$ cat config.mk
export PLATFORM = sky130hd
export DESIGN_NAME = reg2wb_bridge
export DESIGN_NICKNAME = d
export VERILOG_FILES = /design/src/rtl/reg2wb_bridge.sv
export SDC_FILE = /design/constraint.sdc
export NUM_CORES = 1
export LEC_CHECK = 0
export BUFFER_PORTS_ARGS = -buffer_cell sky130_fd_sc_hd__buf_4
export CORE_ASPECT_RATIO = 0.9
export CORE_MARGIN = 3
export CORE_UTILIZATION = 50
export DETAILED_ROUTE_END_ITERATION = 6
export PLACE_DENSITY = 0.89
export SYNTH_ARGS = -nofsm -noshare
export SYNTH_HDL_FRONTEND = slang
export SYNTH_SLANG_ARGS = --single-unit
$ cat constraint.sdc
create_clock -name mclk -period 3 [get_ports mclk]
set_clock_uncertainty 0.05 [all_clocks]
set_input_delay 0.75 -clock mclk [delete_from_list [all_inputs] [get_ports mclk]]
set_output_delay 0.75 -clock mclk [all_outputs]
set_load 0.1 [all_outputs]
$ cat src/rtl/reg2wb_bridge.sv
// Register-request to Wishbone classic master bridge: one Wishbone cycle per held request.
// Optional bus timeout is compiled in with `define REG2WB_TIMEOUT_EN (TO_CYCLES BUSY cycles).
module reg2wb_bridge #(
  parameter int AW        = 32,
  parameter int DW        = 32,
  parameter int TO_CYCLES = 256
) (
  input  logic              mclk,
  input  logic              reset,
  input  logic              reg_wr,
  input  logic              reg_rd,
  input  logic [AW-1:0]     reg_addr,
  input  logic [DW/8-1:0]   reg_be,
  input  logic [DW-1:0]     reg_wdata,
  output logic [DW-1:0]     reg_rdata,
  output logic              reg_ack,
  output logic              reg_err,
  output logic              wbm_cyc_o,
  output logic              wbm_stb_o,
  output logic [AW-1:0]     wbm_adr_o,
  output logic              wbm_we_o,
  output logic [DW-1:0]     wbm_dat_o,
  output logic [DW/8-1:0]   wbm_sel_o,
  input  logic [DW-1:0]     wbm_dat_i,
  input  logic              wbm_ack_i,
  input  logic              wbm_err_i,
  output logic [1:0]        dbg_state
);

  // Handshake: reg_wr/reg_rd are levels held by the requester until reg_ack;
  // the bridge then parks in DONE until both drop, so a held request is never re-issued.
  typedef enum logic [1:0] {
    IDLE = 2'd0,
    BUSY = 2'd1,
    DONE = 2'd2
  } state_t;

  state_t state_q, state_d;
  logic   req;
  logic   timeout;
  logic   term;
  logic   term_err;

  assign req       = reg_wr | reg_rd;
  assign dbg_state = state_q;

`ifdef REG2WB_TIMEOUT_EN
  localparam int CW = (TO_CYCLES > 1) ? $clog2(TO_CYCLES) : 1;
  logic [CW-1:0] to_cnt;

  // to_cnt holds the number of BUSY cycles already elapsed before this one.
  assign timeout = (to_cnt == CW'(TO_CYCLES - 1));

  always_ff @(posedge mclk) begin
    if (reset) begin
      to_cnt <= '0;
    end else if (state_q == IDLE && req) begin
      to_cnt <= '0;
    end else if (state_q == BUSY && !term) begin
      to_cnt <= to_cnt + CW'(1);
    end
  end
`else
  // Constant false for any legal TO_CYCLES: BUSY waits for the slave forever.
  assign timeout = (TO_CYCLES == 0);
`endif

  // A slave ack/err in the final count cycle wins over the timeout.
  assign term     = wbm_ack_i | wbm_err_i | timeout;
  assign term_err = wbm_err_i | (timeout & ~wbm_ack_i);

  always_ff @(posedge mclk) begin
    if (reset) begin
      state_q <= IDLE;
    end else begin
      state_q <= state_d;
    end
  end

  always_comb begin
    state_d = state_q;
    case (state_q)
      IDLE:    if (req)  state_d = BUSY;
      BUSY:    if (term) state_d = DONE;
      DONE:    if (!req) state_d = IDLE;
      default:           state_d = IDLE;
    endcase
  end

  always_ff @(posedge mclk) begin
    if (reset) begin
      wbm_cyc_o <= 1'b0;
      wbm_stb_o <= 1'b0;
      wbm_we_o  <= 1'b0;
      wbm_adr_o <= '0;
      wbm_dat_o <= '0;
      wbm_sel_o <= '0;
      reg_ack   <= 1'b0;
      reg_err   <= 1'b0;
      reg_rdata <= '0;
    end else begin
      reg_ack <= 1'b0;
      reg_err <= 1'b0;
      if (state_q == IDLE && req) begin
        wbm_adr_o <= reg_addr;
        wbm_sel_o <= reg_be;
        wbm_dat_o <= reg_wdata;
        wbm_we_o  <= reg_wr;
        wbm_cyc_o <= 1'b1;
        wbm_stb_o <= 1'b1;
      end
      if (state_q == BUSY && term) begin
        wbm_cyc_o <= 1'b0;
        wbm_stb_o <= 1'b0;
        reg_ack   <= 1'b1;
        reg_err   <= term_err;
        if (term_err) begin
          reg_rdata <= '1;
        end else if (!wbm_we_o) begin
          reg_rdata <= wbm_dat_i;
        end
      end
    end
  end

endmodule

==> out/qor.yml <==
route:
  dr.pass1.iters: 4
  wire_per_inst_um: 14.61
  first_iter_violations: 150
  drc: 0
  viasPerCell: 5.005
  ant_nets: 0
  num_vias: 3859
  routed_wirelength_mm: 11.27
cts:
  clk_latency_ps: 340
  tritoncts: "built"
  clockRootBuffer: "clkbuf_8"
  htreeDepth: 3
  cts_hold_buf: 0
  path_clk_slew_ps: 90
  clock_path_buffers: 2
  cts_post_setup_buffers_inserted: 0
  cts_buffers: 9
  cts.sinks: 106
  cts_resized: 0
power:
  peakVddDrop_v: 0.0003531
  total_power_uw: 4356
  p_per_area_nw_per_um2: 707.8
  p_leak_uw: 0.002934
synth:
  avgSynthCellArea_um2: 9.546
  syn_nets: 570
  synth.area.top_cells: "dfxtp_1, mux2i_1, nand2_1"
  syn-cell-area_um2: 4429
  synth_area_leader_cell: "dfxtp_1"
  synth.most_common_cell: "nand2_1"
  synthTopCellsByCount: "nand2_1, dfxtp_1, mux2i_1"
  synth_cells: 464
  yosys_warnings: 0
  ys_seq_area_frac: 0.4791
  synth-seq-cells: 106
  synth_top_area_share: 0.4791
  synthArstFlopShare: 0
  synth_edf_count: 0
  synth_cell_types: 26
  ys.flop_type: "dfxtp_1"
placement:
  port_buffers: 212
  dp.cells: 755
  place.gp.congestion: 0.7653
  dp_slack_ps: 733.1
  dp_hpwl_mm: 8.316
global_routing:
  grt_pass1_wl_mm: 17.98
  grt.overflow.total: 0
  antenna_found_initial: 0
  grt_max_degree: 142
  grt_use_total: 0.2198
  grt_pass1_vias: 3755
sta:
  finalSetupTns_ps: 0
  relSlewSlack: 0.1807
  fin_ws_ps: 1060
  timing.final.crit_share: 0.6468
  worst_pin_slew_ps: 1229
  setup_viol: 0
  hold_violations: 0
  timing.final.crit_period_ps: 1940
  whs_ps: 415.4
  max_freq_ghz: 0.5154
  drv_slew: 0
  rsz0062_at_grt: "no"
hold_path:
  hold_path_class: "reg -> reg"
run:
  maxCapViolCount: 0
layout:
  drive_above_1_share: 0.4085
  fin_nets: 757
  fill_cells: 610
  n_antenna_cell: 0
  area_growth_pct: 38.95
  layout.cells.non_filler: 771
floorplan:
  dieArea_um2: 10030
  fp.dieW_um: 105.2
  coreArea_um2: 8339
  ioPinCount: 213
  rows: 31
  start_util: 0.5311
  die_y_um: 95.29
worst_setup_path:
  crit_family: "flip-flops"
  crit_chain: "buf_4"
  critPathMaxFanout: 5
  end_kind: "output port"
  worstSetupStartpointType: "flip-flop"
  cp_data_arrival_time_ps: 1140
  cp_slowest_cell: "dfxtp_1"
  cpPeakStageDelay_ps: 460
  critPathKind: "reg -> out"
  worst-path-buf-inv: 1
  cp.required_ps: 2200
run_status:
  run_status: "complete, no violations"
registers in the layout, indices dropped and copies added, names as in the netlist:
name       cells
wbm_adr_o     32
wbm_we_o       1
reg_err        1
wbm_sel_o      4
dbg_state      2
reg_rdata     32
wbm_stb_o      1
wbm_dat_o     32
reg_ack        1
cells by family (layout without fill, tap and decap cells):
kind of cell	after synthesis	count (layout)	share of synthesized area
multiplexers	68	68	0.1537
flip-flops	106	106	0.4791
buffers and inverters	72	264	0.09124
AND/OR/NAND/NOR	180	180	0.1596
AO/OA/AOI/OAI	38	38	0.1164
power breakdown:
group	switching, uW	internal, uW	total, uW
logic	1380	445	1820
registers	81.7	1550	1630
clock network	484	418	902
total	1940	2410	4360
metal layers:
metal	GRT usage	up-vias	routed length [um]
li1	-	1890	-
met1	0.2455	1786	4365
met2	0.3923	158	5774
met3	0.07041	25	850
met4	0.08634	0	275
met5	0	-	0
cells in the final DEF (no fill, tap or decap), types with 2 or more instances in the layout:
| master | instances |
|---|---|
| buf_4 | 213 |
| nand2_1 | 137 |
| dfxtp_1 | 106 |
| mux2i_1 | 68 |
| nor2_1 | 35 |
| inv_1 | 32 |
| a221oi_2 | 31 |
| clkbuf_8 | 10 |
| inv_6 | 3 |
| buf_12 | 2 |
cell type report:
cell class / instances / area [um^2] / area share
Clock buffer: 10 / 137.6 / 0.02236
Clock inverter: 6 / 70.07 / 0.01138
Inverter: 33 / 126.4 / 0.02053
Multi-Input combinational cell: 286 / 1916 / 0.3112
Sequential cell: 106 / 2122 / 0.3448
Tap cell: 115 / 143.9 / 0.02338
Timing Repair Buffer: 215 / 1639 / 0.2663
final timing paths:
| kind | to | slack [ps] | from | cells after the start |
|---|---|---|---|---|
| worst max-delay path | dbg_state[1] | 1060 | dbg_state[1] | 1 |
| worst min register to register | reg_rdata[27] | 420 | reg_rdata[27] | 2 |
| worst max register to register | reg_rdata[12] | 1470 | dbg_state[0] | 3 |
| worst min-delay path | reg_rdata[27] | 420 | reg_rdata[27] | 2 |
stage by stage:
stage               utilization  cell area, um^2
finish                   0.7380             6155
global route             0.7380             6155
CTS                      0.7380             6155
detailed placement       0.7131             5947
global placement         0.7131             5947
floorplan                     -             4429
No activity file was read; power rests on OpenSTA's default activity.
